### config.mk
export PLATFORM = sky130hd
export DESIGN_NAME = soc_bus_fabric
export DESIGN_NICKNAME = d
export VERILOG_FILES = /design/src/rtl/soc_bus_pkg.sv /design/src/rtl/soc_bus_fabric_rr_arbiter.sv /design/src/rtl/soc_bus_fabric.sv
export SDC_FILE = /design/constraint.sdc
export NUM_CORES = 1
export LEC_CHECK = 0
export BUFFER_PORTS_ARGS = -buffer_cell sky130_fd_sc_hd__buf_2
export CORE_ASPECT_RATIO = 1.1
export CORE_MARGIN = 2
export CORE_UTILIZATION = 45
export DETAILED_ROUTE_END_ITERATION = 16
export PLACE_DENSITY_LB_ADDON = 0.15
export REMOVE_ABC_BUFFERS = 1
export SLEW_MARGIN = 20
export SYNTH_ARGS = -nofsm -noshare
export SYNTH_HDL_FRONTEND = slang
export SYNTH_SLANG_ARGS = --single-unit
### constraint.sdc
create_clock -name clk -period 3.66 [get_ports clk]
set_input_delay 0.549 -clock clk [delete_from_list [all_inputs] [get_ports clk]]
set_output_delay 0.549 -clock clk [all_outputs]
set_load 0.02 [all_outputs]
### src/rtl/soc_bus_pkg.sv
// soc_bus_pkg
// Definitions shared by the shared-bus fabric and its arbiter:
//   - bus_state_t : transaction FSM states (IDLE, REQ, WAIT, RESP)
//   - DEF_*       : default widths and timeout
//   - index_bits  : width of an index able to address n items (min 1)
package soc_bus_pkg;

  typedef enum logic [1:0] {
    IDLE = 2'd0,
    REQ  = 2'd1,
    WAIT = 2'd2,
    RESP = 2'd3
  } bus_state_t;

  localparam int DEF_NUM_MASTERS = 2;
  localparam int DEF_NUM_SLAVES  = 2;
  localparam int DEF_ADDR_WIDTH  = 6;
  localparam int DEF_DATA_WIDTH  = 32;
  localparam int DEF_TIMEOUT     = 15;

  function automatic int index_bits(input int n);
    return (n > 1) ? $clog2(n) : 1;
  endfunction

endpackage

### src/rtl/soc_bus_fabric_rr_arbiter.sv
// rr_arbiter
// Round-robin arbiter over N requesters. The search starts one past the
// most recent grant and wraps, so a continuously requesting master can
// never be served twice in a row while another master is waiting.
// Ports:
//   clk, reset   : clock, asynchronous active-low reset
//   req[N-1:0]   : request vector
//   enable       : arbitration allowed this cycle (fabric idle)
//   grant[N-1:0] : one-hot grant (combinational, zero when disabled)
//   index        : encoded index of the granted requester
module rr_arbiter
  import soc_bus_pkg::*;
#(
  parameter  int N  = 2,
  localparam int IW = index_bits(N)
) (
  input  logic          clk,
  input  logic          reset,
  input  logic [N-1:0]  req,
  input  logic          enable,
  output logic [N-1:0]  grant,
  output logic [IW-1:0] index
);

  logic [IW-1:0] last_grant_reg;
  logic          found;
  int            cand;

  always_comb begin
    grant = '0;
    index = '0;
    found = 1'b0;
    cand  = 0;
    if (enable) begin
      for (int off = 1; off <= N; off++) begin
        cand = int'(last_grant_reg) + off;
        if (cand >= N) cand = cand - N;
        if (!found && req[IW'(cand)]) begin
          found               = 1'b1;
          grant[IW'(cand)]    = 1'b1;
          index               = IW'(cand);
        end
      end
    end
  end

  // Resetting to N-1 makes requester 0 the first winner.
  always_ff @(posedge clk or negedge reset) begin
    if (!reset) begin
      last_grant_reg <= IW'(N - 1);
    end else if (enable && |req) begin
      last_grant_reg <= index;
    end
  end

endmodule

### src/rtl/soc_bus_fabric.sv
// soc_bus_fabric
// Shared-bus interconnect: NUM_MASTERS requesters to NUM_SLAVES
// address-decoded targets, one transaction in flight at a time.
// Ports:
//   clk, reset     : clock, asynchronous active-low reset
//   m_req_valid    : per-master request, held until that master's m_data_valid
//   m_we/m_addr/m_wdata : packed per-master payload (master i in slice i)
//   m_data_valid   : one-hot completion pulse to the granted master
//   m_rdata/m_err  : shared response data / error, qualified by m_data_valid
//   s_req_valid    : one-cycle request pulse to the selected slave
//   s_we/s_addr/s_wdata : broadcast payload (s_addr is slave-local)
//   s_data_valid   : per-slave completion pulse
//   s_rdata        : packed per-slave read data
module soc_bus_fabric
  import soc_bus_pkg::*;
#(
  parameter  int NUM_MASTERS = DEF_NUM_MASTERS,
  parameter  int NUM_SLAVES  = DEF_NUM_SLAVES,
  parameter  int ADDR_WIDTH  = DEF_ADDR_WIDTH,
  parameter  int DATA_WIDTH  = DEF_DATA_WIDTH,
  parameter  int TIMEOUT     = DEF_TIMEOUT,
  localparam int SEL_BITS    = index_bits(NUM_SLAVES),
  localparam int LOCAL_W     = ADDR_WIDTH - SEL_BITS
) (
  input  logic                              clk,
  input  logic                              reset,
  input  logic [NUM_MASTERS-1:0]            m_req_valid,
  input  logic [NUM_MASTERS-1:0]            m_we,
  input  logic [NUM_MASTERS*ADDR_WIDTH-1:0] m_addr,
  input  logic [NUM_MASTERS*DATA_WIDTH-1:0] m_wdata,
  output logic [NUM_MASTERS-1:0]            m_data_valid,
  output logic [DATA_WIDTH-1:0]             m_rdata,
  output logic                              m_err,
  output logic [NUM_SLAVES-1:0]             s_req_valid,
  output logic                              s_we,
  output logic [LOCAL_W-1:0]                s_addr,
  output logic [DATA_WIDTH-1:0]             s_wdata,
  input  logic [NUM_SLAVES-1:0]             s_data_valid,
  input  logic [NUM_SLAVES*DATA_WIDTH-1:0]  s_rdata
);

  localparam int MST_BITS = index_bits(NUM_MASTERS);
  localparam int CNT_W    = index_bits(TIMEOUT + 1);

  // Unpacked views of the packed buses.
  logic [ADDR_WIDTH-1:0] addr_arr  [NUM_MASTERS];
  logic [DATA_WIDTH-1:0] wdata_arr [NUM_MASTERS];
  logic [DATA_WIDTH-1:0] rdata_arr [NUM_SLAVES];

  for (genvar gi = 0; gi < NUM_MASTERS; gi++) begin : g_mst
    assign addr_arr[gi]  = m_addr[gi*ADDR_WIDTH +: ADDR_WIDTH];
    assign wdata_arr[gi] = m_wdata[gi*DATA_WIDTH +: DATA_WIDTH];
  end

  for (genvar gi = 0; gi < NUM_SLAVES; gi++) begin : g_slv
    assign rdata_arr[gi] = s_rdata[gi*DATA_WIDTH +: DATA_WIDTH];
  end

  bus_state_t            state_reg;
  logic [MST_BITS-1:0]   mst_reg;
  logic [SEL_BITS-1:0]   sel_reg;
  logic [CNT_W-1:0]      cnt_reg;

  logic [NUM_MASTERS-1:0] grant;
  logic [MST_BITS-1:0]    grant_idx;
  logic                   arb_enable;

  assign arb_enable = (state_reg == IDLE);

  rr_arbiter #(.N(NUM_MASTERS)) u_arb (
    .clk    (clk),
    .reset  (reset),
    .req    (m_req_valid),
    .enable (arb_enable),
    .grant  (grant),
    .index  (grant_idx)
  );

  // Payload of the master the arbiter is granting this cycle.
  logic [ADDR_WIDTH-1:0] pick_addr;
  logic [SEL_BITS-1:0]   pick_sel;
  logic                  pick_mapped;
  logic                  sel_dv;

  assign pick_addr   = addr_arr[grant_idx];
  assign pick_sel    = pick_addr[ADDR_WIDTH-1 -: SEL_BITS];
  // Only reachable with a non-power-of-two slave count.
  assign pick_mapped = ({1'b0, pick_sel} < (SEL_BITS+1)'(NUM_SLAVES));
  // Responses from slaves other than the selected one are never looked at.
  assign sel_dv      = s_data_valid[sel_reg];

  always_ff @(posedge clk or negedge reset) begin
    if (!reset) begin
      state_reg    <= IDLE;
      mst_reg      <= '0;
      sel_reg      <= '0;
      cnt_reg      <= '0;
      m_data_valid <= '0;
      m_rdata      <= '0;
      m_err        <= 1'b0;
      s_req_valid  <= '0;
      s_we         <= 1'b0;
      s_addr       <= '0;
      s_wdata      <= '0;
    end else begin
      // Both strobes are single-cycle pulses.
      s_req_valid  <= '0;
      m_data_valid <= '0;
      unique case (state_reg)
        IDLE: begin
          if (|grant) begin
            mst_reg <= grant_idx;
            sel_reg <= pick_sel;
            cnt_reg <= '0;
            s_we    <= m_we[grant_idx];
            s_addr  <= pick_addr[LOCAL_W-1:0];
            s_wdata <= wdata_arr[grant_idx];
            if (pick_mapped) begin
              s_req_valid <= NUM_SLAVES'(1) << pick_sel;
              state_reg   <= REQ;
            end else begin
              m_data_valid <= grant;
              m_rdata      <= '0;
              m_err        <= 1'b1;
              state_reg    <= RESP;
            end
          end
        end
        REQ: begin
          state_reg <= WAIT;
        end
        WAIT: begin
          // A response arriving in the final counted cycle still wins.
          if (sel_dv) begin
            m_data_valid <= NUM_MASTERS'(1) << mst_reg;
            m_rdata      <= s_we ? '0 : rdata_arr[sel_reg];
            m_err        <= 1'b0;
            state_reg    <= RESP;
          end else if (cnt_reg == CNT_W'(TIMEOUT - 1)) begin
            m_data_valid <= NUM_MASTERS'(1) << mst_reg;
            m_rdata      <= '0;
            m_err        <= 1'b1;
            state_reg    <= RESP;
          end else begin
            cnt_reg <= cnt_reg + 1'b1;
          end
        end
        RESP: begin
          state_reg <= IDLE;
        end
        default: state_reg <= IDLE;
      endcase
    end
  end

endmodule

# After elaboration in Yosys (flattened, before gate mapping)
# Cells that the tools add are included.
classes:
  muxes: 52
  n_div: 0
  eq_ne: 8
  shifts: 2
  n_addsub: 5
  order_cmp: 10
  reduce_logical: 14
  mul: 0
  n_bitwise: 3
op_table:
  columns: ["operator", "n"]
  rows:
  - ["32-bit 2-to-1 mux", 9]
  - ["2-bit 2-to-1 mux", 12]
  - ["1-bit 2-to-1 mux", 21]
  - ["6-bit 2-to-1 mux", 3]
  - ["4-bit 2-to-1 mux", 3]
  - ["2-bit case mux with 4 select lines", 1]
  - ["4-bit case mux with 2 select lines", 1]
  - ["2-bit >= comparator, second input constant", 3]
  - ["1-bit by 3-bit less-than comparator with 1-bit output, second input constant", 2]
  - ["2-bit inequality test, second input constant", 3]
  - ["2-bit AND reduction", 3]
  - ["4-bit by 1-bit adder with 4-bit output, second input constant", 1]
  - ["2-bit equality test, second input constant", 2]
  - ["4-bit equality test, second input constant", 1]
  - ["1-bit logical AND", 4]
  - ["1-bit by 2-bit less-than comparator with 1-bit output, second input constant", 2]
  - ["1-bit inverter with 2-bit output", 2]
  - ["4-bit AND reduction", 1]
  - ["2-bit nonzero test", 2]
  - ["2-bit OR reduction", 2]
  - ["1-bit by 1-bit << shifter with 2-bit output, first input constant", 2]
  - ["1-bit by 2-bit adder with 3-bit output, second input constant", 1]
  - ["3-bit by 2-bit >= comparator with 1-bit output, second input constant", 1]
  - ["3-bit inequality test, second input constant", 1]
  - ["8 further kinds", 11]
totals:
  wordCells: 106
  ram_bits: 0
  latchBits: 0
  romBits: 0
  input_bits: 148
  output_inout_bits: 75
  n_memories: 0
  reg_bits: 84

# Depth between registers and ports, before layout
# Gate-level depths: netlist of run 1.
logic_depth:
  ltp_word: 20
  mapped_depth: 6
  mapped_depth_nobuf: 5

# Hierarchy
# From an unflattened synthesis of run 1, not the netlist that was laid out.
unflattened:
  cells_unflattened: 339
  area_unflattened_um2: 3948.8
modules_own_cells:
  columns: ["module", "cells_per_inst", "n_inst", "seq_area_each_um2", "area_each_um2"]
  rows:
  - ["soc_bus_fabric", 331, 1, 2077.0, 3878.7]
  - ["rr_arbiter", 8, 1, 26.3, 70.1]

# Worst setup path after synthesis of run 1
# OpenSTA, ideal clock, no wires.
synth_path:
  kind: "reg2reg"
  from: "reg cnt_reg[0]"
  to: "reg m_rdata[10]"
  t_required_ns: 3.535
  t_arrival_ns: 1.550
  period_less_slack_ns: 1.675
  setup_slack_ns: 1.985
  setup_time_ns: 0.125
  n_path_buf: 1
  path_stages_with_launch: 7
  path_cell_list: "dfrtp_1 inv_1 ha_1 nand3_1 a21boi_4 buf_4 mux2_2"
synth_via:
  elab_chain_len: 3
synth_lines:
  columns: ["element", "line", "source"]
  rows:
  - ["start, declared", "soc_bus_fabric.sv:62", "logic [CNT_W-1:0] cnt_reg;"]
  - ["start signal, assigned", "soc_bus_fabric.sv:145", "cnt_reg <= cnt_reg + 1'b1;"]
  - ["4-bit equality test", "soc_bus_fabric.sv:139", "end else if (cnt_reg == CNT_W'(TIMEOUT - 1)) begin"]
  - ["2-bit nonzero test (no line)", null, null]
  - ["2-bit AND reduction (no line)", null, null]
  - ["end signal, assigned", "soc_bus_fabric.sv:136", "m_rdata <= s_we ? '0 : rdata_arr[sel_reg];"]
  - ["end, declared", "soc_bus_fabric.sv:32", "output logic [DATA_WIDTH-1:0] m_rdata,"]
# No other way between the ends.
# A chain may end at the register's enable or synchronous reset.

# Worst setup path after layout of run 1
layout_path:
  from: "reg state_reg[0]"
  to: "reg m_rdata[26]"
layout_via:
  elab_chain_len: 2
layout_lines:
  columns: ["element", "line", "source"]
  rows:
  - ["start, declared", "soc_bus_fabric.sv:59", "bus_state_t state_reg;"]
  - ["start signal, assigned", "soc_bus_fabric.sv:94", "state_reg <= IDLE;"]
  - ["start signal, assigned", "soc_bus_fabric.sv:120", "state_reg <= REQ;"]
  - ["start signal, assigned", "soc_bus_fabric.sv:125", "state_reg <= RESP;"]
  - ["2-bit equality test", "soc_bus_fabric.sv:109", "unique case (state_reg)"]
  - ["2-bit AND reduction (no line)", null, null]
# No other way between the ends.

==> results.txt, run 1 <==
The run finished with clean final reports. Counting flops with a built-in enable in the synthesized netlist gives 0. The repair_antennas step left the layout with diodes totalling 0. The placed standard-cell area came out at slightly below 5000 sq um. Hold is met by about 0.25 ns. The combined global-route utilization of all metal layers came out at 0.190. The number of H-tree branching levels is 3.

The register bit count reported by yosys came out at 84. The share of synthesized area in the top cell type comes to 0.536. The final layout net count came out at between 600 and 700. The area added between synthesis and finish came out at 31.7%.

The leading register cell type out of synthesis is dfrtp_1. The TritonCTS clock tree is built. dfrtp_1 takes more of the synthesized area than any other cell.

The arrival time reported for the critical path endpoint is between 2 and 2.5 ns. The total area inside the core boundary comes to roughly 8400 sq um. The post-placement setup slack came out at around 1.2 ns.

The pin slew with the least headroom to its limit came out at between 0.7 and 0.8 ns. The placed wire-length estimate after detailed placement came out at between 6000 and 7000 um. The DRC violations left came out at 0. After routing the design area is 5100 sq um. The kind of path behind the tightest hold check is primary input to asynchronous set/reset pin.

The congestion estimate from routability-driven global placement came to between 0.7 and 0.8. For the finished layout, the period the worst path requires is about 2.2 ns. The vertical die dimension came out at 101 um. The power density normalized to cell area is around 800 nW/um^2.

The maximum number of pins on one net before global-route repair is 85. The clock reaches the later pin of the worst-skew pair after 0.35 ns. The clock passes through at most 2 buffers. The wire length of the first global-routing pass is 14,000 um. For this run, the number of Yosys warnings is 0. STA classifies the critical path endpoint as a flip-flop. The top achievable clock speed is around 460 MHz. The number of failing hold endpoints at the final stage came to 0.

The sum of negative setup slack came out at 0 ns. The die width is roughly 90 um. The cell leakage power came out at between 2 and 3 nW. The count of hold-fix buffers inserted at cts came out at 0. The maximum cell stage delay along the critical path is 0.54 ns. Setup repair after global routing left no endpoint under its margin. The portion of the post-synthesis area used by sequential elements is 0.543. The arithmetic-cell share of the synthesized area counting full adders, half adders and majority gates is 0.0161. Counting every instance in the synthesized netlist gives ~290.

In this run the worst path has a maximum fanout of 23. The origin of the critical flop-to-flop path is state_reg[0]. The pre-antenna-repair detailed-routing pass consisted of 4 iterations. Summing every instance area after synthesis gives around 3900 sq um. In the final layout, the registers with the most flip-flops are m_rdata: 32 flops, s_wdata: 32 flops, s_addr: 5 flops. In the layout the commonest cells are 182 x buf_2, 82 x dfrtp_1, 70 x mux2_2. Leaving out fill and tap cells, the most frequent cell in the layout is buf_2. The final max-slew violation count came out at 0. Summing internal, switching and leakage power gives between 4 and 5 mW. The critical register-to-register path endpoint is m_rdata[26].

The xor/xnor cell area share of the yosys netlist is 0. The depth of the worst register-to-register path came out at 5. The initial antenna violation count came out at 0. Once the clock tree was built, the resizer swapped 0 gates to a different size. The tree is rooted in a clkbuf_8. The number of setup buffers added after CTS is 0.

In this run the register-to-register setup slack is about 1.5 ns. The DRC marker count from the first detailed-route iteration came out at 46. The signal on the critical path passes through inv_1, ha_1, a21boi_4, buf_16, mux2_2.

The simple logic cell fraction of the synthesized area is 0.0714. The critical path's slowest cell is a21boi_4. The die covers ~9400 sq um. Sorting the synthesized cells by area gives the leading types as dfrtp_1 54%, mux2_2 20%, mux2i_1 8.3%. The via total after detailed routing is between 2,000 and 3,000.

about 220 I/O pins were placed. The setup slack of the critical path after layout came out at 1.49 ns. Of the post-synthesis cell area, the part taken by muxes is 0.302. The count of distinct cell types in the synthesized netlist came out at 34. STA classifies the critical path startpoint as a flip-flop. The final-report setup violation count is 0. Clock-pin slew was measured on the worst setup and hold paths at about 0.080 ns. The routed wire length is roughly 8600 um. The average wire per cell in the routed design came out at roughly 15 um.

The remaining global-route overflow came out at 0. The period utilization came out at 0.594. The clock sink count came out at between 80 and 90.

The share of synthesized flip-flops with an asynchronous set or reset came out at 1.00. Averaged over all synthesized cells, the footprint is around 13 sq um. The maximum vdd ir drop is about 0.00045 V. The setup path with the least slack is of type flip-flop to flip-flop.

The tightest slew margin relative to the limit is 0.504. Using the TritonRoute via totals, the vias-per-cell ratio works out to 5.03. The number of global-route vias before repair came out at 3,088. The count of standard-cell rows came out at 35. The detail route stage leaves a number of antenna-violating nets equal to 0.

The tool flagged a number of max-cap violations equal to 0. The number of input and output port buffers inserted came out at ~180. The required time of the critical path is slightly below 4 ns.

The share of post-route cells with drive strength above 1 came out at 0.585. The starting density of the core came out at 0.463. By area, the combinational part of the netlist is dominated by multiplexers. The worst clock skew is roughly 0.014 ns.

The number of buffers inserted during clock tree synthesis came out at 9. The compound-gate portion of the synthesized area is 0.0371.
[cell usage after synthesis, types with 2 or more instances]
master	instances
nand2b_1	3
nor2_1	3
a31oi_1	2
or4_1	3
nand3_1	5
nor3_1	32
buf_2	6
clkbuf_1	9
and2_1	2
nand2_1	2
inv_1	6
mux2_2	70
o21ai_0	5
dfrtp_1	83
mux2_1	2
buf_4	3
ha_1	5
a21boi_0	2
o211ai_1	3
mux2i_1	32
[cells by family after synthesis]
| kind of cell | Yosys count |
|---|---|
| DFF | 84 |
| AOI/OAI and AO/OA | 19 |
| adders and majority gates | 5 |
| muxes | 106 |
| and+or+nand+nor | 53 |
| buffers and inverters | 25 |
[worst max-delay path: cells and delay by family (launching register included)]
kind	cells	cell delay, ns
compound gates	1	0.54
fa+ha+maj	1	0.43
buf+inv	2	0.33
flops	1	0.39
mux	1	0.35
[area by class of cell]
cell class,count,area (sq um)
clock inverters,5,61.3
repair buffers,188,980
flip-flops and latches,84,2100
clock buffers,11,141
fillers,723,3260
inverters,6,22.5
well taps,111,139
multi-input cells,183,1660
[report_power, final]
group	leakage [nW]	internal [mW]	switching [mW]
logic	1.47	0.856	1.08
registers	1.07	1.31	0.224
clock network	0.0922	0.337	0.328
total	2.63	2.50	1.63
[routing by layer]
metal	up-vias	part of all wire	GRT usage	wire length, um
met3	11	0.11	0.0737	920
met5	-	0	0	0
met2	131	0.46	0.327	4010
li1	1410	-	-	-
met1	1407	0.41	0.213	3560
met4	0	0.016	0.0735	134
[through the flow]
stage | std cells | util
6_report | 588 | 0.610
3_3_place_gp | 571 | 0.582
5_1_grt | 588 | 0.610
4_1_cts | 587 | 0.607
3_5_place_dp | 571 | 0.582
2_1_floorplan | 273 | -
[worst max-delay path by stage]
stage	slack [ns]	end	start
after global placement	1.28	m_rdata[3]	state_reg[0]
after global routing	1.34	m_rdata[26]	state_reg[0]
after floorplan	0.59	m_err	sel_reg
final	1.49	m_rdata[26]	state_reg[0]
after detailed placement	1.21	m_rdata[26]	state_reg[0]
after CTS	1.20	m_rdata[26]	state_reg[0]
No activity file was read; power rests on OpenSTA's default activity.
==> inputs of run 2 (changes only) <==
--- a/config.mk
+++ b/config.mk
@@ -8,7 +8,7 @@
 export BUFFER_PORTS_ARGS = -buffer_cell sky130_fd_sc_hd__buf_2
 export CORE_ASPECT_RATIO = 1.1
 export CORE_MARGIN = 2
-export CORE_UTILIZATION = 45
+export CORE_UTILIZATION = 40
 export DETAILED_ROUTE_END_ITERATION = 16
 export PLACE_DENSITY_LB_ADDON = 0.15
 export REMOVE_ABC_BUFFERS = 1
==> constraint.sdc (replaced) <==
create_clock -name clk -period 2 [get_ports clk]
set_input_delay 0.3 -clock clk [delete_from_list [all_inputs] [get_ports clk]]
set_output_delay 0.3 -clock clk [all_outputs]
set_load 0.02 [all_outputs]
==> results.txt, run 2 (same netlist as run 1, synthesis figures left out) <==
The net switching fraction of the power is 0.398 (+0.00430). The number of H-tree branching levels was 3 (unchanged). The final layout net count was 632 (+1.1%). The run finished with clean final reports.

The library cell used most frequently in the layout, excluding fill and tap cells, is buf_2. The slowest stage of the critical path is the dfrtp_1 cell. The total chip power is 7.52 mW (+82%). The maximum buffer depth of the clock tree came out at 2 (unchanged). The number of gates given a new drive strength after cts is 0 (unchanged). The post-placement setup slack is 0.248 ns (-0.961 ns). STA classifies the critical path startpoint as a flip-flop.

The TritonCTS clock tree is built. The clock sink count is 84 (unchanged). The initial antenna violation count was 0 (unchanged).

The floorplan die area is 10,500 sq um (+12%). The placed wire-length estimate after detailed placement came out at 6500 um (+5.3%). The minimum clock period after layout is 1.77 ns (-0.403 ns).

The die width came out at 97.8 um (+5.8%). The register clock-pin slew on the reported worst setup and hold paths is 0.09 ns (about the same). The final-report setup violation count is 0 (unchanged). The via total after detailed routing came out at 2,949 (-0.34%).

The setup fix buffers added after clock tree synthesis came out at 0 (unchanged). The number of global-route vias before repair came out at 3,033 (-1.8%). The tightest min-delay check is of the primary input to flip-flop type.

The relative contribution of combinational cells to total power is 0.482 (+0.014). The average wire per cell in the routed design is 14.6 um (-0.73%). The total I/O pin count came out at 223 (unchanged). The worst hold slack came out at 0.106 ns (-0.141 ns). The vertical die dimension is 107 um (+5.8%). The share of total power in the clock network is 0.151 (-0.010). The library cells used most frequently in the layout, excluding fill and tap cells, are 182 x buf_2, 82 x dfrtp_1, 70 x mux2_2. The maximum cell stage delay along the critical path is 0.44 ns (-0.10 ns). The detail-routed via count per cell is 4.91 (-2.5%). The final cell area excluding filler cells came to 5170 sq um (+1.2%).

The largest registers in the layout are m_rdata: 32 flops, s_wdata: 32 flops, s_addr: 5 flops. The clock latency on the worst-skew pair came out at 0.35 ns (about the same). The count of standard-cell rows is 37 (+5.7%). The critical path capture point type is a flip-flop. The number of failing hold endpoints at the final stage was 0 (unchanged). The top achievable clock speed came out at 565 MHz (+23%).

The DRC violations left came out at 0 (unchanged). The share of post-route cells with drive strength above 1 came out at 0.589 (+0.00394). The placed standard-cell area came out at 4970 sq um (+2.0%). The number of input and output port buffers inserted was 183 (unchanged). The count of antenna-violating nets left after detailed routing is 0 (unchanged).

The placer's final routability congestion estimate was 0.803 (+11%). The critical path goes through inv_1, ha_1, nand3_1, a21boi_4, buf_12, mux2_2. The cell leakage power is 2.67 nW (+1.4%). The DRC marker count from the first detailed-route iteration came out at 90 (+96%). The count of hold-fix buffers inserted at cts is 1 (+1). The setup slack of the critical path after layout was 0.229 ns (-1.26 ns). The number of buffers inserted during clock tree synthesis is 9 (unchanged).

The root buffer cell is clkbuf_8. The largest driver fanout on the critical path is 35 (+52%). The power density normalized to cell area came to 1460 nW/um^2 (+80%). The worst clock skew came out at 0.00692 ns (-0.00754 ns). The maximum number of pins on one net before global-route repair came out at 39 (-54%). The required time of the critical path came to 2.24 ns (-1.64 ns).

The final max-slew violation count is 0 (unchanged). Setup repair after global routing left no endpoint under its margin. The internal power summed over all cells came out at 4.53 mW (+81%). The combined global-route utilization of all metal layers came out at 0.175 (-0.0146). The wire length of the first global-routing pass is 14,700 um (+4.5%). The core outline area is 9400 sq um (+12%).

The period utilization came out at 0.885 (+0.291). The area added between synthesis and finish came out at 33.3%. The arrival time reported for the critical path endpoint is 2.01 ns (-0.39 ns). The number of antenna cells inserted is 0 (unchanged). The starting density of the core came out at 0.412 (-0.0509). The number of iterations in the first detailed-routing pass came out at 4 (unchanged). The net switching power came out at 3.00 mW (+84%). The tightest slew margin relative to the limit is 0.661 (+0.157). The maximum vdd ir drop is 0.000870 V (+92%). The number of maximum-capacitance violations came out at 0 (unchanged). The pin slew with the least headroom to its limit was 0.507 ns (-0.237 ns). The remaining global-route overflow came to 0 (unchanged). The sequential power share came out at 0.367 (-0.005). The routed wire length was 8750 um (+1.5%). The end-of-flow core utilization is 0.550 (-0.0606).

The critical path is of the flip-flop to flip-flop type.
## run 2: worst max-delay path, delay by kind of cell, from the launching register on
family	cells	cell delay, ns
AND/OR/NAND/NOR	1	0.16
AO/OA/AOI/OAI	1	0.21
adder cells (fa/ha/maj)	1	0.17
buffers and inverters	2	0.30
flip-flops	1	0.44
multiplexers	1	0.36
## run 2: metal layers
layer / vias to the layer above / part of all wire / global-route usage
met5: - / 0 / 0
met4: 0 / 0.015 / 0.0615
li1: 1431 / - / -
met2: 131 / 0.47 / 0.279
met3: 11 / 0.099 / 0.0711
met1: 1376 / 0.42 / 0.215
## run 2: layout make-up
cell class	count	area (sq um)
multi-input cells	183	1660
fillers	856	4230
clock buffers	12	155
clock inverters	4	32.5
inverters	6	22.5
well taps	117	146
flip-flops and latches	84	2100
repair buffers	195	1050
## run 2: final timing paths
| check | from | endpoint | slack (ns) | cells after the start |
|---|---|---|---|---|
| min reg2reg | mst_reg | m_data_valid[0] | 0.45 | 1 |
| max | cnt_reg[0] | m_rdata[29] | 0.23 | 6 |
| max in group asynchronous | reset | u_arb.last_grant_reg | 0.97 | 3 |
| max reg2reg | cnt_reg[0] | m_rdata[29] | 0.23 | 6 |
| min | m_addr[5] | s_req_valid[0] | 0.11 | 2 |
| min in group asynchronous | reset | s_addr[2] | 0.42 | 2 |
## run 2: per-stage QoR
stage / instances / setup TNS, ns
2_1_floorplan: 273 / -54.50
3_3_place_gp: 584 / 0
3_5_place_dp: 584 / 0
4_1_cts: 601 / 0
5_1_grt: 601 / 0
6_report: 601 / 0
## run 2: power groups by stage
stage	Sequential, mW	Clock, mW	Combinational, mW
after global placement	2.75	0	3.63
after floorplan	3.72	0	1.46
after detailed placement	2.79	0	3.69
after CTS	2.77	1.18	3.69
final	2.76	1.13	3.63
after global routing	2.86	1.28	3.93
